==> src/rtl/bus_responder.sv <==
// bus_responder: target end of the 8-bit rdy/ack bus. Assembles a 24-bit
// address from byte commands, performs one memory or character-I/O access
// per data command, returns read data and completes a 4-phase handshake.
module bus_responder #(
    parameter int unsigned SYNC_STAGES = 2,
    parameter int unsigned ADDR_W      = 24
) (
    input  logic              clk,
    input  logic              reset,
    input  logic              rdy,
    input  logic [2:0]        bus_ctrl,
    input  logic [7:0]        bus_din,
    output logic [7:0]        bus_dout,
    output logic              ack,
    output logic [ADDR_W-1:0] mem_addr,
    output logic [7:0]        mem_wdata,
    output logic              mem_req,
    output logic              mem_we,
    input  logic [7:0]        mem_rdata,
    input  logic              mem_done,
    output logic [7:0]        cout_data,
    output logic              cout_valid,
    input  logic              cout_ready,
    input  logic [7:0]        cin_data,
    input  logic              cin_valid,
    output logic              cin_ready,
    output logic              err
);

    localparam logic [2:0] CMD_ADDR0 = 3'd0;
    localparam logic [2:0] CMD_ADDR1 = 3'd1;
    localparam logic [2:0] CMD_ADDR2 = 3'd2;
    localparam logic [2:0] CMD_RDATA = 3'd3;
    localparam logic [2:0] CMD_WDATA = 3'd4;
    localparam logic [2:0] CMD_RCHAR = 3'd5;
    localparam logic [2:0] CMD_WCHAR = 3'd6;

    typedef enum logic [2:0] {
        IDLE      = 3'd0,
        EXEC      = 3'd1,
        MEM_WAIT  = 3'd2,
        COUT_WAIT = 3'd3,
        CIN_WAIT  = 3'd4,
        ACK_HOLD  = 3'd5
    } state_t;

    state_t state, state_nxt;

    logic [SYNC_STAGES-1:0] sync_q;
    logic                   rdy_s;
    logic [2:0]             ctrl_q;
    logic [7:0]             din_q;

    logic [7:0]        bus_dout_nxt;
    logic              ack_nxt;
    logic [ADDR_W-1:0] mem_addr_nxt;
    logic [7:0]        mem_wdata_nxt;
    logic              mem_req_nxt;
    logic              mem_we_nxt;
    logic [7:0]        cout_data_nxt;
    logic              cout_valid_nxt;
    logic              cin_ready_nxt;
    logic              err_nxt;

    assign rdy_s = sync_q[SYNC_STAGES-1];

    // rdy synchronizer chain
    always_ff @(posedge clk or negedge reset) begin
        if (!reset) sync_q <= '0;
        else        sync_q <= {sync_q[SYNC_STAGES-2:0], rdy};
    end

    // capture command and byte when a request is first seen in IDLE
    always_ff @(posedge clk or negedge reset) begin
        if (!reset) begin
            ctrl_q <= 3'd0;
            din_q  <= 8'd0;
        end else if (state == IDLE && rdy_s) begin
            ctrl_q <= bus_ctrl;
            din_q  <= bus_din;
        end
    end

    // state register
    always_ff @(posedge clk or negedge reset) begin
        if (!reset) state <= IDLE;
        else        state <= state_nxt;
    end

    // next-state logic
    always_comb begin
        state_nxt = state;
        case (state)
            IDLE:      if (rdy_s) state_nxt = EXEC;
            EXEC: begin
                case (ctrl_q)
                    CMD_RDATA, CMD_WDATA: state_nxt = MEM_WAIT;
                    CMD_RCHAR:            state_nxt = CIN_WAIT;
                    CMD_WCHAR:            state_nxt = COUT_WAIT;
                    default:              state_nxt = ACK_HOLD;
                endcase
            end
            MEM_WAIT:  if (mem_done)   state_nxt = ACK_HOLD;
            COUT_WAIT: if (cout_ready) state_nxt = ACK_HOLD;
            CIN_WAIT:  if (cin_valid)  state_nxt = ACK_HOLD;
            ACK_HOLD:  if (!rdy_s)     state_nxt = IDLE;
            default:   state_nxt = IDLE;
        endcase
    end

    // next values of the registered outputs
    always_comb begin
        ack_nxt        = (state_nxt == ACK_HOLD);
        mem_req_nxt    = (state_nxt == MEM_WAIT);
        cout_valid_nxt = (state_nxt == COUT_WAIT);
        mem_we_nxt     = 1'b0;
        cin_ready_nxt  = 1'b0;
        bus_dout_nxt   = bus_dout;
        mem_addr_nxt   = mem_addr;
        mem_wdata_nxt  = mem_wdata;
        cout_data_nxt  = cout_data;
        err_nxt        = err;
        case (state)
            EXEC: begin
                case (ctrl_q)
                    CMD_ADDR0: mem_addr_nxt[7:0]   = din_q;
                    CMD_ADDR1: mem_addr_nxt[15:8]  = din_q;
                    CMD_ADDR2: mem_addr_nxt[23:16] = din_q;
                    CMD_RDATA: mem_we_nxt = 1'b0;
                    CMD_WDATA: begin
                        mem_wdata_nxt = din_q;
                        mem_we_nxt    = 1'b1;
                    end
                    CMD_WCHAR: cout_data_nxt = din_q;
                    CMD_RCHAR: ;
                    default: begin
                        err_nxt      = 1'b1;
                        bus_dout_nxt = 8'hFF;
                    end
                endcase
            end
            MEM_WAIT: begin
                mem_we_nxt = mem_we & ~mem_done;
                if (mem_done && !mem_we) bus_dout_nxt = mem_rdata;
            end
            CIN_WAIT: begin
                if (cin_valid) begin
                    bus_dout_nxt  = cin_data;
                    cin_ready_nxt = 1'b1;
                end
            end
            default: ;
        endcase
    end

    // output registers
    always_ff @(posedge clk or negedge reset) begin
        if (!reset) begin
            bus_dout   <= 8'd0;
            ack        <= 1'b0;
            mem_addr   <= '0;
            mem_wdata  <= 8'd0;
            mem_req    <= 1'b0;
            mem_we     <= 1'b0;
            cout_data  <= 8'd0;
            cout_valid <= 1'b0;
            cin_ready  <= 1'b0;
            err        <= 1'b0;
        end else begin
            bus_dout   <= bus_dout_nxt;
            ack        <= ack_nxt;
            mem_addr   <= mem_addr_nxt;
            mem_wdata  <= mem_wdata_nxt;
            mem_req    <= mem_req_nxt;
            mem_we     <= mem_we_nxt;
            cout_data  <= cout_data_nxt;
            cout_valid <= cout_valid_nxt;
            cin_ready  <= cin_ready_nxt;
            err        <= err_nxt;
        end
    end

endmodule
==> config.mk <==
export PLATFORM = sky130hd
export DESIGN_NAME = bus_responder
export DESIGN_NICKNAME = d
export VERILOG_FILES = /design/src/rtl/bus_responder.sv
export SDC_FILE = /design/constraint.sdc
export NUM_CORES = 1
export LEC_CHECK = 0
export CAP_MARGIN = 20
export CORE_ASPECT_RATIO = 1.2
export CORE_MARGIN = 10
export CORE_UTILIZATION = 50
export CTS_CLUSTER_DIAMETER = 50
export DETAILED_ROUTE_END_ITERATION = 6
export PLACE_DENSITY = 0.84
export SYNTH_ARGS = -nofsm -noshare
export SYNTH_HDL_FRONTEND = slang
export SYNTH_SLANG_ARGS = --single-unit
==> constraint.sdc <==
create_clock -name clk -period 3.6 [get_ports clk]
set_clock_uncertainty 0.1 [all_clocks]
set_input_delay 0.72 -clock clk [delete_from_list [all_inputs] [get_ports clk]]
set_output_delay 0.72 -clock clk [all_outputs]
set_load 0.02 [all_outputs]
==> summary.txt <==
Finish
  – Area grow syn2layout: 38.0%
  – Final #Nets: approximately 330
  – Share of cells above drive strength 1: between 20% and 30%
  – N_diodes: 0

Global route
  – First-pass GRT wire length: about 12000 um
  – Vias in the first global route: between 2k and 2.5k
  – Initial antenna violation count: 0
  – Largest net degree at the start of global routing: between 40 and 50
  – GRT Total Usage: about 16%
  – Remaining global-route overflow: 0

Detailed routing
  – Drc violations: 0
  – Via/cell ratio: 5.23
  – DR iter-0 viols: 88
  – WL/cell: about 18 um
  – Antenna-violating nets left: 0
  – Vias: about 2.0k
  – Drt total wl: 7050 um
  – DRT Pass-1 Iters: 4

CTS
  – Post-CTS Hold Buffers: 0
  – Clock sink total: 70
  – Cts bufs inserted: 9
  – Worst-case clock buffer depth: 2
  – H-tree depth: 3
  – CTS tree: done
  – Root buffer cell: clkbuf_8
  – CTS clk-pin slew, worst paths: about 0.08 ns
  – Worst skew pair latency: about 0.34 ns
  – Post-CTS sizing: 0
  – Setup Fix Bufs, Post-CTS: 0

Power
  – Peak supply drop: approximately 0.00066 V
  – Clock power share: between 10% and 20%
  – Reg power frac: a little under two fifths
  – Design Power: 3.91 mW
  – Sw Share: about 38%
  – Switching pwr: 1.48 mW
  – Cell Pwr Density: 964 nW/um^2
  – P_int: about 2.4 mW
  – Comb pwr share: between 40% and 50%
  – Leakage: about 1.7 nW

Worst hold path
  – Hold depth: 0
  – Tightest Hold Check Type: flip-flop to flip-flop

Synthesis
  – Area leader, netlist: dfrtp_1
  – Post-Synth Adder-Cell Area: 0%
  – Xor/xnor cell area share of the yosys netlist: 0%
  – Mapped Nets: 243
  – Syn Area/Cell: ~14 sq um
  – Share of the synthesized area in the top cell type: slightly below 60%
  – Largest family of logic cells by synthesized area: multiplexers
  – Seq/Total Area, Yosys: between 50% and 60%
  – Warnings from Yosys: 0
  – Cell Area, Synth: just under 3000 sq um
  – Gate Count Post-Synth: 210
  – Post-synthesis mux area share: ~23%
  – Post-synthesis compound-gate area fraction: about 6.0%
  – Post-Synth Simple-Gate Area: 9.49%
  – Synthesis-stage register bit count: 70
  – Post-synthesis cell type count: 39
  – Post-synth EDFFs: 0
  – Largest cells by area after synthesis: dfrtp_1 60%, mux2_2 16%, mux2_1 6.1%
  – Synth top cells by count: 70 x dfrtp_1, 42 x mux2_2, 16 x mux2_1
  – Async SR Flop Fraction: 100%
  – Ys flop type: dfrtp_1
  – Count leader, synth: dfrtp_1

STA
  – Final Hold Viols: 0
  – Hold WS: around 0.29 ns
  – TNS Setup: 0 ns
  – # setup viols final: 0
  – RSZ-0062 raised after global routing: false
  – Tightest Pin Transition: ~0.90 ns
  – Worst setup margin: approximately 1.2 ns
  – Max Slew Vio Count: 0
  – Fmax: around 420 MHz
  – Period Utilization, post-route: 65.8%
  – Rel. slew slack: 40.1%
  – Minimum clock period: approximately 2.4 ns

Place
  – HPWL Detailed: between 5000 and 6000 um
  – GP Congestion: just over 0.8
  – Pre-CTS setup slack: ~1.2 ns
  – Port buffer count: 86

Setup path
  – Critical Path RT: 3.73 ns
  – R2r worst-path depth: 4
  – Critical path arrival: between 2 and 3 ns
  – Endpoint class of the critical path: flip-flop
  – Worst reg2reg endpoint: cout_data[4]$_DFFE_PN0P_
  – Crit-path max FO: 21
  – Worst R2R Setup Slack: roughly 1.2 ns
  – CP endpoint: cout_data[4]$_DFFE_PN0P_
  – Critical R2R Launch: state[0]$_DFF_PN0_
  – Critical Path Start: state[0]$_DFF_PN0_
  – Critical Setup Path Class: flip-flop to flip-flop
  – Worst setup SP type: flip-flop

Die
  – I/O pin cnt: slightly below 90
  – DIE HEIGHT: 104 um
  – Cell Rows: 30
  – Chip width: 90.0 um
  – Die ar.: between 9000 and 10000 sq um
  – Core ar.: roughly 5700 sq um
  – Initial Utilization: approximately half

Outcome
  – Outcome: finished, final reports clean

Run
  – Max-Cap Viols: 0
==> critical path: stages (launching register included) <==
cell and delay, ns:
dfrtp_1 0.71, or3b_4 0.49, nor2_4 0.10, and3_1 0.46, mux2_1 0.38
==> cell type report <==
type                    instances  area, sq um
clock inverters                 6         68.8
flip-flops and latches         70         1750
inverters                       3         11.3
well taps                      80          100
multi-input cells             128         1120
fillers                       392         1610
repair buffers                 89          878
clock buffers                  10          128
==> worst min path at each step <==
stage / from / slack (ns) / to
finish: sync_q[0]$_DFF_PN0_ / 0.29 / sync_q[1]$_DFF_PN0_
global route: sync_q[0]$_DFF_PN0_ / 0.29 / sync_q[1]$_DFF_PN0_
floorplan: sync_q[0]$_DFF_PN0_ / 0.23 / sync_q[1]$_DFF_PN0_
CTS: sync_q[0]$_DFF_PN0_ / 0.29 / sync_q[1]$_DFF_PN0_
detailed placement: sync_q[0]$_DFF_PN0_ / 0.27 / sync_q[1]$_DFF_PN0_
global placement: sync_q[0]$_DFF_PN0_ / 0.23 / sync_q[1]$_DFF_PN0_
==> routing by layer <==
| metal | vias up | part of all wire (%) | global-route usage [%] |
|---|---|---|---|
| li1 | 936 | - | - |
| met1 | 998 | 42 | 17.8 |
| met2 | 76 | 47 | 24.5 |
| met3 | 9 | 9.4 | 7.73 |
| met4 | 0 | 1.5 | 6.15 |
| met5 | - | 0 | 0 |
==> cells by family (layout without fill, tap and decap cells) <==
family | Yosys count | after routing
and+or+nand+nor | 42 | 42
AOI/OAI and AO/OA | 27 | 27
buffers and inverters | 12 | 108
muxes | 59 | 59
DFF | 70 | 70
==> stage by stage <==
| step | cell area, sq um | instances | utilization, % |
|---|---|---|---|
| after global placement | 3860 | 370 | 68.1 |
| final | 4060 | 386 | 71.6 |
| after floorplan | 2940 | 210 | - |
| after global routing | 4060 | 386 | 71.6 |
| after detailed placement | 3860 | 370 | 68.1 |
| after CTS | 4060 | 386 | 71.6 |
==> registers in the layout, indices dropped and copies added (netlist names), 2 cells and up <==
signal	flops
bus_dout	8
cout_data	8
ctrl_q	3
din_q	8
mem_addr	24
mem_wdata	8
state	3
sync_q	2
==> cell usage in the layout, fill, tap and decap left out, types with 2 or more instances in the layout <==
cell type | Yosys | layout
nand3b_1 | 3 | 3
mux2_2 | 42 | 42
clkbuf_8 | 0 | 9
nor3_1 | 2 | 2
o21ai_0 | 6 | 6
nand3_1 | 2 | 2
inv_6 | 0 | 2
dfrtp_1 | 70 | 70
nor2_1 | 4 | 4
a21oi_1 | 2 | 2
inv_1 | 3 | 3
o22ai_1 | 9 | 9
nand2_1 | 5 | 5
nor2b_1 | 2 | 2
nand2b_1 | 14 | 14
clkdlybuf4s50_1 | 0 | 85
buf_4 | 1 | 3
mux2_1 | 16 | 16
==> power groups by stage <==
stage               Clock [mW]  Combinational, mW  Sequential [mW]
global placement             0               1.81             1.45
global route             0.684               1.95             1.53
CTS                      0.647               1.85             1.47
finish                   0.637               1.82             1.46
floorplan                    0              0.774             1.72
detailed placement           0               1.84             1.48
(Power assumes the default switching activity.)
